**src/rtl/pc_update_unit.sv**
```systemverilog
// Program-counter owner for the npc core: fetch handshake, next-PC select, retire counter.
// Optional macro PC_MISALIGN_CHECK_EN adds a sticky misaligned-target trap.
module pc_update_unit #(
  parameter int              XLEN     = 32,
  parameter logic [XLEN-1:0] RESET_PC = XLEN'(32'h8000_0000)
) (
  input  logic            clk,
  input  logic            rst,
  output logic [XLEN-1:0] pc,
  output logic            fetch_valid,
  input  logic            fetch_ready,
  input  logic            exu_done,
  input  logic [2:0]      pc_src,
  input  logic [XLEN-1:0] imm,
  input  logic [XLEN-1:0] alu_result,
  input  logic            branch_taken,
  output logic            redirect,
  output logic [31:0]     retire_cnt,
  output logic            misalign
);

  typedef enum logic [1:0] {
    S_IDLE,
    S_FETCH,
    S_EXEC
`ifdef PC_MISALIGN_CHECK_EN
    , S_TRAP
`endif
  } state_t;

  typedef struct packed {
    logic [2:0]      src;
    logic [XLEN-1:0] imm;
    logic [XLEN-1:0] alu;
    logic            taken;
  } exu_req_t;

  state_t          state;
  exu_req_t        req;
  logic [XLEN-1:0] pc_plus4;
  logic [XLEN-1:0] next_pc;
  logic            trap_hit;

  assign req = '{src: pc_src, imm: imm, alu: alu_result, taken: branch_taken};

  always_comb begin
    pc_plus4 = pc + XLEN'(4);
    next_pc  = pc_plus4;
    case (req.src)
      3'b001:  next_pc = pc + req.alu;
      3'b010:  next_pc = req.alu & ~XLEN'(1);
      3'b011:  next_pc = req.taken ? pc + req.imm : pc_plus4;
      3'b100:  next_pc = pc + req.imm;
      default: next_pc = pc_plus4;
    endcase
  end

`ifdef PC_MISALIGN_CHECK_EN
  assign trap_hit = (next_pc[1:0] != 2'b00);
`else
  assign trap_hit = 1'b0;
  assign misalign = 1'b0;
`endif

  always_ff @(posedge clk) begin
    if (rst) begin
      state       <= S_IDLE;
      pc          <= RESET_PC;
      fetch_valid <= 1'b0;
      redirect    <= 1'b0;
      retire_cnt  <= 32'd0;
`ifdef PC_MISALIGN_CHECK_EN
      misalign    <= 1'b0;
`endif
    end else begin
      redirect <= 1'b0;
      case (state)
        S_IDLE: begin
          state       <= S_FETCH;
          fetch_valid <= 1'b1;
        end
        S_FETCH: begin
          if (fetch_valid && fetch_ready) begin
            state       <= S_EXEC;
            fetch_valid <= 1'b0;
          end
        end
        S_EXEC: begin
          if (exu_done) begin
            if (trap_hit) begin
`ifdef PC_MISALIGN_CHECK_EN
              // pc keeps the faulting instruction's address
              state    <= S_TRAP;
              misalign <= 1'b1;
`endif
            end else begin
              pc          <= next_pc;
              retire_cnt  <= retire_cnt + 32'd1;
              redirect    <= (next_pc != pc_plus4);
              state       <= S_FETCH;
              fetch_valid <= 1'b1;
            end
          end
        end
`ifdef PC_MISALIGN_CHECK_EN
        S_TRAP: state <= S_TRAP;
`endif
        default: begin
          state       <= S_IDLE;
          fetch_valid <= 1'b0;
        end
      endcase
    end
  end

endmodule

```
**config.mk**
```make
export PLATFORM = sky130hd
export DESIGN_NAME = pc_update_unit
export DESIGN_NICKNAME = d
export VERILOG_FILES = /design/src/rtl/pc_update_unit.sv
export SDC_FILE = /design/constraint.sdc
export NUM_CORES = 1
export LEC_CHECK = 0
export BUFFER_PORTS_ARGS = -buffer_cell sky130_fd_sc_hd__buf_2
export CAP_MARGIN = 15
export CORE_AREA = 2 2 181 183
export CTS_BUF_LIST = sky130_fd_sc_hd__clkbuf_8
export CTS_CLUSTER_SIZE = 14
export DETAILED_ROUTE_END_ITERATION = 16
export DIE_AREA = 0 0 183 185
export GPL_ROUTABILITY_DRIVEN = 0
export PLACE_DENSITY = 0.43
export SYNTH_ARGS = -nofsm -noshare
export SYNTH_HDL_FRONTEND = slang
export SYNTH_SLANG_ARGS = --single-unit
export TNS_END_PERCENT = 1
```
**constraint.sdc**
```tcl
create_clock -name clk -period 3.35 [get_ports clk]
set_clock_uncertainty 0.15 [all_clocks]
set_input_delay 0.1675 -clock clk [delete_from_list [all_inputs] [get_ports clk]]
set_output_delay 0.1675 -clock clk [all_outputs]
set_load 0.05 [all_outputs]
```
==> flow_summary.yaml <==
layout:
  drive_gt1_frac: 0.398
  multi_input_area_um2: 7600
  num-nets-final: 1852
  seq_area_um2: 1420
  area_delta_synth_final_pct: 54.4
  final_common_cell: "buf_4"
  diodes: 0
  mostFrequentLayoutCells: "buf_4, buf_2, nor2_1"
  utilization: 0.424
  fillerInstances: 3398
sta:
  setup_viol: 10
  layout_min_cycle_time_ps: 3730
  hold_viol: 0
  setup_tns_ps: -1190
  rsz0062_at_grt: "yes"
  setup_ws_ps: -383
  min_period_over_period: 1.11
  slew_headroom: 0.332
  tightestPinTransition_ps: 1000
  fmax_ghz: 0.268
  slew_viol_final: 0
yosys:
  synth_cells: 1244
  synth_fa_ha_area_frac: 0.0957
  synth_top_area_share: 0.153
  synthSimpleGateAreaFrac: 0.275
  synth_top_family_by_area: "compound AO/OA/AOI/OAI gates"
  syn_area_per_cell_um2: 7.07
  yosys-top-cells-area: "dfxtp_1, ha_1, a21oi_1, xnor2_1, nor2_1"
  synth-seq-area-share: 0.153
  synth-xor-area-share: 0.0957
  synth_cell_types: 92
  muxShareOfSynthArea: 0.0154
  synth.largest_area_cell: "dfxtp_1"
  async_flop_share: 0
  synth_edf_count: 0
  synth_nets: 1382
  synth-compound-area-share: 0.317
  ys.flop_type: "dfxtp_1"
  ys_ff_latch: 67
  synth_warnings: 0
  syn-cell-area_um2: 8790
routing:
  drcViolationCount: 0
  antenna_left: 0
  vias_per_cell: 5.39
  routed_wl_um: 42400
  via_count: 11461
  drt-wirelength-per-cell_um: 19.9
  drtIter0Drc: 1081
  firstDrtPassIters: 7
global_route:
  antenna_found_initial: 0
  grt_pass1_wl_um: 64500
  overflow: 0
  grt_max_degree: 42
  grt_util_all_layers: 0.248
  first_global_vias: 11145
clocking:
  cts_tree: "done"
  path_clk_slew_ps: 120
  cts_sinks: 67
  clock_tree.buffer_depth: 2
  clk_latency_ps: 410
  cts_root_buf: "clkbuf_8"
  h-tree-depth: 3
  cts_buffers: 9
setup_path:
  worstSetupStartpointType: "flip-flop"
  rrSetupSlack_ps: -380
  setup.worst_path.class: "reg2reg"
  crit_fanout: 4
  end_kind: "flip-flop"
  crit_arrival_ps: 3810
  critPathRequiredTime_ps: 3430
placed_design:
  port_buffers: 137
  place.detailed.hpwl_um: 34500
die:
  start_util: 0.274
  dieArea_um2: 33900
  rows: 66
  ios: 139
  core_um2: 32000
  die_h_um: 185
  fp.dieW_um: 183
power_and_ir_drop:
  power-per-cell-area_nw_per_um2: 192
  power.leakage_nw: 6.05
  ir_drop_uv: 222
flow_run:
  maxCapViolations: 0
run_status:
  violations: "setup timing"
  status: "complete, but fails checks"
hold_path:
  hold_path_class: "in2reg"
cell usage after synthesis (all sizes together), types with 8 or more instances:
library cell and number:
nor2 135, or3 20, o22ai 9, buf 13, o31ai 9, mux2i 9, ha 64, nand2b 12
a22oi 8, a211o 9, o21ai 79, and2 13, xnor2 62, a2111oi 18, clkbuf 61, and4 10
nor4 8, a221oi 9, inv 32, nand4 33, and3 22, nand3 50, nand2 118, a31oi 11
a21oi 115, a211oi 29, o21a 18, o211ai 18, dfxtp 67, a21o 18, xor2 31, nor3 42
registers in the layout, summed over array words and instances, names as in the netlist:
| name | cells |
|---|---|
| retire_cnt | 32 |
| pc | 32 |
| redirect | 1 |
| state | 2 |
critical path, cell delays in order, from the launching register on:
cell and delay, ps:
dfxtp_4 380, buf_6 130, ha_4 240, a211oi_4 300, o21ai_2 110, nand4_1 180
a2111oi_4 100, buf_4 180, nor3_1 330, buf_4 190, mux2i_1 170, buf_4 140
a211oi_2 40, buf_4 150, a2111o_1 370, a2111oi_2 280, a211oi_1 110
per-stage QoR:
step	setup slack [ps]	std cells	power [W]	hold WS, ps	cell area (µm²)
6_report	-383	2127	0.00260	244	13600
5_1_grt	-521	2127	0.00274	238	13600
4_1_cts	-322	2124	0.00260	218	13500
3_5_place_dp	-702	2084	0.00181	342	12600
3_3_place_gp	-637	2084	0.00181	329	12600
2_1_floorplan	-187	1244	0.00132	224	8900
report_power, final:
| group | total (W) | switching, W | internal (W) |
|---|---|---|---|
| combinational | 0.00108 | 0.000590 | 0.000488 |
| clock | 0.000714 | 0.000431 | 0.000283 |
| sequential | 0.000812 | 0.0000178 | 0.000795 |
layer usage:
layer | track usage | share of wire | vias to the layer above
met3 | 0.0366 | 0.063 | 55
met5 | 0 | 0 | -
met1 | 0.349 | 0.47 | 5399
met2 | 0.389 | 0.44 | 409
li1 | - | - | 5598
met4 | 0.0787 | 0.023 | 0
path summary, 6_finish.rpt:
check / start / cells after the start / end
worst max register to register: pc[1] / 16 / redirect
worst min register to register: retire_cnt[26] / 2 / retire_cnt[26]
worst min-delay path: alu_result[9] / 4 / pc[9]
worst max-delay path: pc[1] / 16 / redirect
timing repair:
action | in CTS | in global routing
hold buffers | 2 | 0
pin swaps | 52 | 22
endpoints found under the setup margin | 11 | 12
buffers inserted | 23 | 3
cloned | 0 | 0
hold endpoints to repair | 2 | 0
resized for setup | 91 | 23
area by class of cell:
class,instances,share of cell area
multi-input cells,1071,0.560
repair buffers,533,0.276
flip-flops and latches,67,0.104
well taps,408,0.0376
clock buffers,9,0.00913
inverters,32,0.00885
clock inverters,7,0.00424
cell families after synthesis:
logic type	Yosys count
AOI/OAI and AO/OA	409
xor gates and xnor gates	93
adders and majority gates	66
buffers and inverters	106
DFF	67
muxes	13
other	1
and+or+nand+nor	489
Note: power is estimated with default switching activity, not from simulation.
